--- src/rtl/hazard_decoder.sv ---
// hazard_decoder: scans an 8x4 occupancy grid, one cell per clock, and merges
// horizontally contiguous occupied cells in a row into one bounding box. Boxes
// stream out over valid/ready; the frame ends with a one-cycle done pulse that
// carries the hazard count.
module hazard_decoder (
    input  logic        clk,
    input  logic        rst_n,
    input  logic        start,
    input  logic [15:0] vec1,
    input  logic [15:0] vec2,
    output logic        busy,
    output logic        box_valid,
    input  logic        box_ready,
    output logic [10:0] box_top,
    output logic [10:0] box_left,
    output logic [10:0] box_bottom,
    output logic [10:0] box_right,
    output logic [3:0]  box_idx,
    output logic        done,
    output logic [4:0]  num_hazards,
    output logic        overflow
);

    localparam int unsigned COLS      = 8;
    localparam int unsigned ROWS      = 4;
    localparam int unsigned CELL_W    = 160;
    localparam int unsigned CELL_H    = 180;
    localparam int unsigned MAX_HAZ   = 16;
    localparam int unsigned CELLS     = COLS * ROWS;
    localparam int unsigned CELL_IW   = 5;
    localparam int unsigned COL_W     = 3;
    localparam int unsigned ROW_W     = 2;
    localparam int unsigned CNT_W     = 5;
    localparam int unsigned COORD_W   = 11;

    localparam logic [CELL_IW-1:0] LAST_CELL = CELL_IW'(CELLS - 1);
    localparam logic [COL_W-1:0]   LAST_COL  = COL_W'(COLS - 1);
    localparam logic [CNT_W-1:0]   MAX_CNT   = CNT_W'(MAX_HAZ);

    typedef enum logic [1:0] {
        S_IDLE = 2'd0,
        S_SCAN = 2'd1,
        S_EMIT = 2'd2,
        S_DONE = 2'd3
    } state_t;

    state_t               r_state;
    logic [CELLS-1:0]     r_grid;
    logic [CELL_IW-1:0]   r_cell;
    logic                 r_run_open;
    logic [COL_W-1:0]     r_run_start;
    logic [CNT_W-1:0]     r_count;
    logic                 r_last;
    logic                 r_busy;
    logic                 r_box_valid;
    logic [COORD_W-1:0]   r_box_top;
    logic [COORD_W-1:0]   r_box_left;
    logic [COORD_W-1:0]   r_box_bottom;
    logic [COORD_W-1:0]   r_box_right;
    logic [3:0]           r_box_idx;
    logic                 r_done;
    logic [CNT_W-1:0]     r_num_hazards;
    logic                 r_overflow;

    state_t               w_state_nxt;
    logic [CELLS-1:0]     w_grid_nxt;
    logic [CELL_IW-1:0]   w_cell_nxt;
    logic                 w_run_open_nxt;
    logic [COL_W-1:0]     w_run_start_nxt;
    logic [CNT_W-1:0]     w_count_nxt;
    logic                 w_last_nxt;
    logic                 w_busy_nxt;
    logic                 w_box_valid_nxt;
    logic [COORD_W-1:0]   w_box_top_nxt;
    logic [COORD_W-1:0]   w_box_left_nxt;
    logic [COORD_W-1:0]   w_box_bottom_nxt;
    logic [COORD_W-1:0]   w_box_right_nxt;
    logic [3:0]           w_box_idx_nxt;
    logic                 w_done_nxt;
    logic [CNT_W-1:0]     w_num_hazards_nxt;
    logic                 w_overflow_nxt;

    logic                 w_occ;
    logic [COL_W-1:0]     w_col;
    logic [ROW_W-1:0]     w_row;
    logic                 w_close;
    logic [COL_W-1:0]     w_close_start;
    logic [COL_W-1:0]     w_close_end;

    // Current cell decode: grid bit index equals row*COLS + col
    always_comb begin
        w_occ = r_grid[r_cell];
        w_col = r_cell[COL_W-1:0];
        w_row = r_cell[CELL_IW-1:COL_W];
    end

    // Next-state, run tracking and registered-output next values
    always_comb begin
        w_state_nxt       = r_state;
        w_grid_nxt        = r_grid;
        w_cell_nxt        = r_cell;
        w_run_open_nxt    = r_run_open;
        w_run_start_nxt   = r_run_start;
        w_count_nxt       = r_count;
        w_last_nxt        = r_last;
        w_box_valid_nxt   = r_box_valid;
        w_box_top_nxt     = r_box_top;
        w_box_left_nxt    = r_box_left;
        w_box_bottom_nxt  = r_box_bottom;
        w_box_right_nxt   = r_box_right;
        w_box_idx_nxt     = r_box_idx;
        w_done_nxt        = 1'b0;
        w_num_hazards_nxt = r_num_hazards;
        w_overflow_nxt    = r_overflow;
        w_close           = 1'b0;
        w_close_start     = r_run_start;
        w_close_end       = w_col;

        case (r_state)
            S_IDLE: begin
                if (start) begin
                    w_grid_nxt        = {vec2, vec1};
                    w_cell_nxt        = '0;
                    w_run_open_nxt    = 1'b0;
                    w_run_start_nxt   = '0;
                    w_count_nxt       = '0;
                    w_last_nxt        = 1'b0;
                    w_overflow_nxt    = 1'b0;
                    w_num_hazards_nxt = '0;
                    w_state_nxt       = S_SCAN;
                end
            end

            S_SCAN: begin
                w_cell_nxt = r_cell + CELL_IW'(1);
                w_last_nxt = (r_cell == LAST_CELL);

                if (w_occ) begin
                    if (!r_run_open) begin
                        w_close_start   = w_col;
                        w_run_start_nxt = w_col;
                    end
                    // A row end closes the run on its last occupied cell
                    if (w_col == LAST_COL) begin
                        w_close        = 1'b1;
                        w_close_end    = w_col;
                        w_run_open_nxt = 1'b0;
                    end else begin
                        w_run_open_nxt = 1'b1;
                    end
                end else if (r_run_open) begin
                    w_close        = 1'b1;
                    w_close_end    = w_col - COL_W'(1);
                    w_run_open_nxt = 1'b0;
                end

                if (w_close) begin
                    if (r_count < MAX_CNT) begin
                        w_box_top_nxt    = COORD_W'(COORD_W'(w_row) * COORD_W'(CELL_H));
                        w_box_left_nxt   = COORD_W'(COORD_W'(w_close_start) * COORD_W'(CELL_W));
                        w_box_bottom_nxt = COORD_W'(COORD_W'(COORD_W'(w_row) + COORD_W'(1))
                                           * COORD_W'(CELL_H)) - COORD_W'(1);
                        w_box_right_nxt  = COORD_W'(COORD_W'(COORD_W'(w_close_end) + COORD_W'(1))
                                           * COORD_W'(CELL_W)) - COORD_W'(1);
                        w_box_idx_nxt    = r_count[3:0];
                        w_box_valid_nxt  = 1'b1;
                        w_state_nxt      = S_EMIT;
                    end else begin
                        w_overflow_nxt = 1'b1;
                    end
                end

                if ((w_state_nxt == S_SCAN) && (r_cell == LAST_CELL)) begin
                    w_state_nxt = S_DONE;
                end
            end

            S_EMIT: begin
                if (box_ready) begin
                    w_count_nxt     = r_count + CNT_W'(1);
                    w_box_valid_nxt = 1'b0;
                    w_state_nxt     = r_last ? S_DONE : S_SCAN;
                end
            end

            S_DONE: begin
                w_state_nxt = S_IDLE;
            end

            default: begin
                w_state_nxt = S_IDLE;
            end
        endcase

        // Done pulse and count are registered on entry to DONE
        if ((w_state_nxt == S_DONE) && (r_state != S_DONE)) begin
            w_done_nxt        = 1'b1;
            w_num_hazards_nxt = w_count_nxt;
        end

        w_busy_nxt = (w_state_nxt == S_SCAN) || (w_state_nxt == S_EMIT);
    end

    // State and datapath registers; reset discards any pending box
    always_ff @(posedge clk or negedge rst_n) begin
        if (!rst_n) begin
            r_state       <= S_IDLE;
            r_grid        <= '0;
            r_cell        <= '0;
            r_run_open    <= 1'b0;
            r_run_start   <= '0;
            r_count       <= '0;
            r_last        <= 1'b0;
            r_busy        <= 1'b0;
            r_box_valid   <= 1'b0;
            r_box_top     <= '0;
            r_box_left    <= '0;
            r_box_bottom  <= '0;
            r_box_right   <= '0;
            r_box_idx     <= '0;
            r_done        <= 1'b0;
            r_num_hazards <= '0;
            r_overflow    <= 1'b0;
        end else begin
            r_state       <= w_state_nxt;
            r_grid        <= w_grid_nxt;
            r_cell        <= w_cell_nxt;
            r_run_open    <= w_run_open_nxt;
            r_run_start   <= w_run_start_nxt;
            r_count       <= w_count_nxt;
            r_last        <= w_last_nxt;
            r_busy        <= w_busy_nxt;
            r_box_valid   <= w_box_valid_nxt;
            r_box_top     <= w_box_top_nxt;
            r_box_left    <= w_box_left_nxt;
            r_box_bottom  <= w_box_bottom_nxt;
            r_box_right   <= w_box_right_nxt;
            r_box_idx     <= w_box_idx_nxt;
            r_done        <= w_done_nxt;
            r_num_hazards <= w_num_hazards_nxt;
            r_overflow    <= w_overflow_nxt;
        end
    end

    assign busy        = r_busy;
    assign box_valid   = r_box_valid;
    assign box_top     = r_box_top;
    assign box_left    = r_box_left;
    assign box_bottom  = r_box_bottom;
    assign box_right   = r_box_right;
    assign box_idx     = r_box_idx;
    assign done        = r_done;
    assign num_hazards = r_num_hazards;
    assign overflow    = r_overflow;

endmodule

--- config.mk ---
export PLATFORM = sky130hd
export DESIGN_NAME = hazard_decoder
export DESIGN_NICKNAME = d
export VERILOG_FILES = /design/src/rtl/hazard_decoder.sv
export SDC_FILE = /design/constraint.sdc
export NUM_CORES = 1
export LEC_CHECK = 0
export CAP_MARGIN = 20
export CORE_MARGIN = 1.5
export CORE_UTILIZATION = 55
export DETAILED_ROUTE_END_ITERATION = 16
export PLACE_DENSITY = 0.83
export SYNTH_ARGS = -nofsm -noshare
export SYNTH_HDL_FRONTEND = slang
export SYNTH_SLANG_ARGS = --single-unit
--- constraint.sdc ---
create_clock -name clk -period 9.8 [get_ports clk]
set_input_delay 1.96 -clock clk [delete_from_list [all_inputs] [get_ports clk]]
set_output_delay 1.96 -clock clk [all_outputs]
set_load 0.02 [all_outputs]
# After elaboration in Yosys (flattened, before gate mapping)
# Index checks and enable logic that the tools add are counted.
# Widths: inputs -> output; s select.
[word_totals] ff_bits=98 wordCells=101
[classes] n_addsub=7 mul=4 n_lt_le_gt_ge=2 eq_ne=15 n_mux=42 n_reduce_logical=14
[op_table] cell="$mux 5" n=5
[op_table] cell="$sub 11x1->11 const B" n=2
[op_table] cell="$mux 3" n=7
[op_table] cell="$pmux 5 s2" n=2
[op_table] cell="$mux 1" n=14
[op_table] cell="$mux 2" n=7
[op_table] cell="$add 5x1->5 const B" n=2
[op_table] cell="$ne 2x2->1 const B" n=5
[op_table] cell="$mul 3x6->9 const B" n=1
[op_table] cell="$eq 2x2->1 const B" n=4
[op_table] cell="$mul 2x6->8 const B" n=1
[op_table] cell="$pmux 1 s2" n=4
[op_table] cell="$pmux 2 s4" n=1
[op_table] cell="$reduce_and 4->1" n=2
[op_table] cell="$reduce_bool 2->1" n=4
[op_table] cell="$eq 2x1->1 const B" n=3
[op_table] cell="$lt 5x6->1 const B" n=1
[op_table] cell="$mul 3x3->6 const B" n=1
[op_table] cell="$mul 4x3->6 const B" n=1
[op_table] cell="$pmux 3 s2" n=1
[op_table] cell="$reduce_and 2->1" n=3
[op_table] cell="$bmux 1 s5" n=1
[op_table] cell="$eq 5x5->1 const B" n=1
[op_table] cell="$lt 5x5->1 const B" n=1
[op_table] cell="9 further kinds" n=10

# Depth between registers and ports, before layout
[depth] ltp_word=14 ltp_mapped=18

# Least setup slack after synthesis
# Ideal clock, no wire load.
[synth_path] kind="reg2reg" from="reg r_cell[0]" to="reg r_box_right[10], in the netlist box_right[10]" t_arrival_ps=4223 required_time_ps=9720 path_slack_ps=5497 path_stages_with_launch=18 n_path_buf=1 path_cell_list="dfrtp_1 buf_6 mux4_1 mux4_2 nand2b_4 a21oi_4 xnor2_1 ha_1 ha_1 ha_1 inv_1 fa_1 inv_1 nor2_1 o221ai_1 o211ai_1 or3_1 o211ai_2"
[synth_via] elab_chain_cells=7
[synth_rtl] element="from (decl)" line_no="49" rtl="logic [CELL_IW-1:0] r_cell;"
[synth_rtl] element="from (signal assigned)" line_no="227" rtl="r_cell <= w_cell_nxt;"
[synth_rtl] element="$bmux 1 s5 / $sub 3x1->3 (equally long branches)" line_no="92, 153"
[synth_rtl] element="$mux 1 (not written as such) / $mux 3 (equally long branches)" line_no="92, 151"
[synth_rtl] element="$mux 3" line_no="138" rtl="if (w_occ) begin"
[synth_rtl] element="$mux 3" line_no="119" rtl="case (r_state)"
[synth_rtl] element="$add 3x1->4" line_no="163" rtl="w_box_right_nxt = COORD_W'(COORD_W'(COORD_W'(w_close_end) + COORD_W'(1))"
[synth_rtl] element="$mul 4x3->6" line_no="164" rtl="* COORD_W'(CELL_W)) - COORD_W'(1);"
[synth_rtl] element="$sub 11x1->11" line_no="164"
[synth_rtl] element="to (signal assigned)" line_no="237" rtl="r_box_right <= w_box_right_nxt;"
[synth_rtl] element="to (decl)" line_no="59" rtl="logic [COORD_W-1:0] r_box_right;"
# Several ways; a longest one is shown, not always the timed one. The select of a mux whose other input is x is not followed.
# A chain may end at the register's enable or synchronous reset.

# Worst setup path after layout
# Same ends and word-level chain as after synthesis.

==> impl_metrics.ini <==
[timing]
fin_crit_sh_pct = 53.0
hold_ws_ns = 0.480
finalCriticalPeriod_ns = 5.19
report.final.setup_viol = 0
fin_ws_ns = 4.61
final.setup.tns_ns = 0
rsz0062_at_grt = no
max_freq_mhz = 193
slew_violations = 0
worst_clock_skew_ns = 0.00963
tightest_slew_ns = 0.972
slew_headroom_pct = 35.2
hold_viol = 0

[drt]
dr_total_vias = 3240
viasPerCell = 5.56
remaining_drc_errors = 0
ant_nets = 0
wire_per_inst_um = 16.0
drt-initial-drc-count = 175
dr.pass1.iters = 4
totalWireLength_mm = 9.35

[setup_path]
critPathMaxFanout = 20
cp.arrival_ns = 5.47
crit_type = flip-flop to flip-flop
critPathTopFamily = adder cells
cp_cell_sequence = mux4_1 > mux4_2 > nand2b_4 > a21oi_4 > xnor2_1 > ha_1 > ha_1 > ha_1 > inv_1 > fa_1 > inv_1 > nor2_1 > o221ai_1 > o211ai_1 > or3_1 > o211ai_2
crit_buf_inv = 2
slowest_delay_ns = 0.91
crit_required_ns = 10.08
startpoint_type = flip-flop
end_kind = flip-flop
cpMaxStageDelayCell = dfrtp_1
cp_common_cell = ha_1

[yosys]
synth_cells = 409
synth_edf_count = 0
synth.ff_latch_count = 88
synthArstFlopShare_pct = 100
synth_top_area_share_pct = 47.4
synthFlopType = dfrtp_1
yosysMostFrequentCell = dfrtp_1
syn_area_um2 = 4650
synth_top_area_cell = dfrtp_1
yosysWarnings = 0
synth_area_leaders = dfrtp_1, mux2_2, ha_1
synthTopCellsByCount = dfrtp_1, nand2_1, mux2_2, ha_1
ys_seq_area_share_pct = 47.4
synthDistinctLibCells = 57
syn_area_per_cell_um2 = 11.4

[floorplan]
rows = 33
ios = 93
fp.dieW_um = 94.9
core_area_um2 = 8220
dieArea_um2 = 9010
fp.dieH_um = 94.9
start_util_pct = 56.6

[cts]
postCtsSetupBuffers = 0
cts_resized = 0
clk_path_buf_depth = 2
clk_latency_ns = 0.36
cts_buffers = 9
cts_max_level = 3
hold_buffers = 0
cts_root_buf = clkbuf_8
cts_tree = built
cts.sinks = 88
path_clk_slew_ns = 0.08

[grt]
grt_max_degree = 89
grt_pass1_vias = 3252
grt_pass1_wl_mm = 15.7
grt_antenna_before_repair = 0
track_usage_pct = 22.8
grt_overflow = 0

[power]
vdd_drop_max_mv = 0.192
power_uw = 1990
switching_share_pct = 41.7
p_int_uw = 1160
p_leak_uw = 0.00245
power_switching_uw = 828
comb_power_share_pct = 54.2
clock_power_share_pct = 13.1
p_per_area_nw_per_um2 = 352
pwr-share-seq_pct = 32.7

[placement]
dpl.hpwl_mm = 6.58
place_inst = 567
gp_congestion = 0.845
port_buffers = 84
pre_cts_ws_ns = 4.69

[flow_run]
maxCapViolCount = 0

[final_layout]
layout-drive-gt1-share_pct = 15.3
finalNetCount = 531
diodes = 0
syn_to_final_growth_pct = 21.5
fin_cells = 583

[hold_path]
hold_class = flip-flop to flip-flop

[outcome]
status = finished, final reports clean
placed cells by master (no fill, tap or decap), types with 6 or more instances in the layout:
| cell | n |
|---|---|
| xor2_1 | 6 |
| conb_1 | 8 |
| clkbuf_8 | 11 |
| nor2_1 | 8 |
| clkdlybuf4s50_1 | 83 |
| mux2_2 | 43 |
| a21oi_1 | 8 |
| mux4_1 | 7 |
| nand2b_1 | 6 |
| nand2_1 | 62 |
| o21ai_0 | 19 |
| ha_1 | 20 |
| inv_1 | 13 |
| dfrtp_1 | 88 |
| a22o_1 | 7 |
| xnor2_1 | 9 |
tightest hold or removal path: cells and delay by family, from the launching register on:
kind | cells | cell delay [ns]
DFF | 1 | 0.35
and+or+nand+nor | 2 | 0.10
sequential cells by signal, indices dropped and copies added, names as in the netlist:
signal,flops
r_grid,32
box_idx,4
r_run_start,3
r_last,1
overflow,1
box_top,5
r_count,5
done,1
num_hazards,5
box_valid,1
busy,1
box_bottom,9
r_run_open,1
r_cell,5
box_left,6
box_right,6
r_state,2
path summary, 6_finish.rpt:
check	endpoint	depth (start not counted)	start	slack (ns)
worst max-delay path	box_right[10]	16	r_cell[0]	4.61
worst min-delay path	box_top[5]	2	box_top[5]	0.48
worst max register to register	box_right[10]	16	r_cell[0]	4.61
worst min register to register	box_top[5]	2	box_top[5]	0.48
max in group asynchronous	r_grid[28]	2	rst_n	7.73
min in group asynchronous	box_bottom[7]	1	rst_n	1.46
cells by family (layout without fill, tap and decap cells):
kind of cell	Yosys count	after routing	synth area share (%)
other	1	8	0.0807
buffers and inverters	53	115	6.25
muxes	54	54	15.9
and+or+nand+nor	108	108	10.9
AOI/OAI and AO/OA	69	69	10.8
xor gates and xnor gates	15	15	2.83
adders and majority gates	21	21	5.82
DFF	88	88	47.4
power by group through the flow:
stage / sequential (µW) / combinational, µW / clock, µW
final: 649 / 1080 / 260
after global routing: 670 / 1190 / 283
after CTS: 649 / 1080 / 265
after detailed placement: 655 / 1070 / 0
after global placement: 643 / 1030 / 0
after floorplan: 651 / 782 / 0
final cells by class:
type / count / area, µm²
clock inverters: 4 / 51.3
fillers: 605 / 2570
inverters: 14 / 52.6
clock buffers: 11 / 151
well taps: 105 / 131
flip-flops and latches: 88 / 2200
repair buffers: 86 / 873
multi-input cells: 275 / 2190
per-layer routing:
| metal | global-route usage [%] | vias to the layer above | wire (µm) |
|---|---|---|---|
| li1 | - | 1553 | - |
| met1 | 29.5 | 1572 | 4150 |
| met2 | 38.2 | 103 | 4630 |
| met3 | 4.67 | 12 | 454 |
| met4 | 7.59 | 0 | 114 |
| met5 | 0 | - | 0 |
stage by stage:
step / utilization [%] / cell area [µm²]
global route: 68.7 / 5650
detailed placement: 65.9 / 5420
floorplan: - / 4670
CTS: 68.4 / 5620
finish: 68.7 / 5650
global placement: 65.9 / 5420
No activity file was read; power rests on OpenSTA's default activity.
==> RTL edit, RTL diff (same flow settings) <==
Register the output `overflow` once more; this adds one clock of latency there. The other outputs are not delayed to match.
--- a/src/rtl/hazard_decoder.sv
+++ b/src/rtl/hazard_decoder.sv
@@ -251,7 +251,9 @@
     assign box_idx     = r_box_idx;
     assign done        = r_done;
     assign num_hazards = r_num_hazards;
-    assign overflow    = r_overflow;
+    always_ff @(posedge clk) begin
+        overflow <= r_overflow;
+    end
 
 endmodule
 
Check against the original RTL: same outputs for any inputs over 10 cycles, from zero or initial values and one cycle with rst_n low; that may be too few to reach the edited logic, so the function may still have changed.
==> RTL edit against the original RTL <==
- design area is 0.51% higher
- area after synthesis is 0.43% higher
- combinational power about the same
- die area up 0.41%
- sequential cell count rose by 1
- critical endpoint unchanged
- setup slack worse by 0.026 ns
- clock power up 3%
- wire length is 0.32% higher
- total power up 0.67%
==> RTL edit: results (changes against the original RTL) <==
| Metric | Value |
|---|---|
| Run status | finished, final reports clean |
| Ratio of cells with drive above 1 in the final layout | 0.154 (+0.00145) |
| Layout non-clock buf frac | 0.154 (-0.000784) |
| Number of unique standard cell types used by synthesis | 58 (+1.8%) |
| Startpoint of the lowest-slack hold path | r_overflow$_DFFE_PN0P_ |
| Worst vdd rail ir drop | 0.177 mV (-8.1%) |
| Synth top area cells | sky130_fd_sc_hd__dfrtp_1 (47%), sky130_fd_sc_hd__mux2_2 (10%), sky130_fd_sc_hd__ha_1 (5.4%) |
| Seq/Total Area, Yosys | 0.476 (+0.00226) |
| Number of stages on the worst hold path | 0 (-2) |
| Arrival time of the worst setup path | 5.50 ns (+0.03 ns) |
| Final std cells w/o fill | 585 (+0.34%) |
| Worst slack on hold paths | 0.395 ns (-0.0849 ns) |
| End point of the worst hold path | overflow$_DFF_P_ |
| Vias in the first global route | 3275 (+0.71%) |
| Number of vias per cell | 5.63 (+1.3%) |
| Met2 layer wire length in the routed design | 4690 um (+1.5%) |
| Mux cell area share after synthesis | 0.158 (-0.000681) |
| Post-synthesis share of cell area spent on full adders, half adders and majority gates | 0.0579 (-0.000249) |
| Max transition margin | 0.365 (+0.0129) |
| Initial detailed-routing violation count | 189 (+8.0%) |
| Switching power total | 0.839 mW (+1.3%) |
| Synth Area in Compound Gates | 0.108 (-0.000464) |
| Overall track demand over capacity in global routing | 0.229 (+0.00161) |
| Static Leakage | 2.45 nW (+0.29%) |
| Grt met2 use | 0.382 (+0.000840) |
| Placed Instances | 568 (+0.18%) |
| HPWL after detailed placement | 6520 um (-0.96%) |
| Met3 demand-to-capacity share in global routing | 0.0375 (-0.00922) |
| Met1 Use GR | 0.302 (+0.00708) |
| Critical Path Max Stage Delay | 0.86 ns (-0.05 ns) |
| Largest register FFs | 32 (unchanged) |
| Reg area | 0.00222 sq mm (+0.91%) |
| Number of nets in the layout | 532 (+0.19%) |
| Final-layout clock buffer total | 10 (-1) |
| Final weighted congestion of routability-driven global placement | 0.927 (+9.6%) |
| Ys async rst share | 0.989 (-0.0112) |
| Detailed-routing wirelength on met1 | 4030 um (-3.0%) |
| Synthesized-area fraction occupied by xor and xnor cells | 0.0282 (-0.000121) |
| Worst Clk Skew | 0.00950 ns (-0.000125 ns) |
RTL edit: cell types whose count changed in the layout (fill, tap and decap cells not counted), sizes merged:
cell / unedited run / this run
clkinvlp: 1 / 2
dfxtp: 0 / 1
clkbuf: 11 / 10
inv: 14 / 15
RTL edit: stage by stage:
step	setup slack, ns	cell area, sq um	util
6_report	4.58	5680	0.691
5_1_grt	4.25	5680	0.691
4_1_cts	4.66	5650	0.688
3_5_place_dp	4.74	5440	0.662
3_3_place_gp	4.97	5440	0.662
2_1_floorplan	5.50	4690	-
RTL edit: power by group through the flow:
stage / Combinational, mW / Clock [mW] / Sequential [mW]
global route: 1.20 / 0.284 / 0.674
floorplan: 0.782 / 0 / 0.655
global placement: 1.03 / 0 / 0.647
CTS: 1.09 / 0.271 / 0.650
finish: 1.08 / 0.267 / 0.649
detailed placement: 1.07 / 0 / 0.656
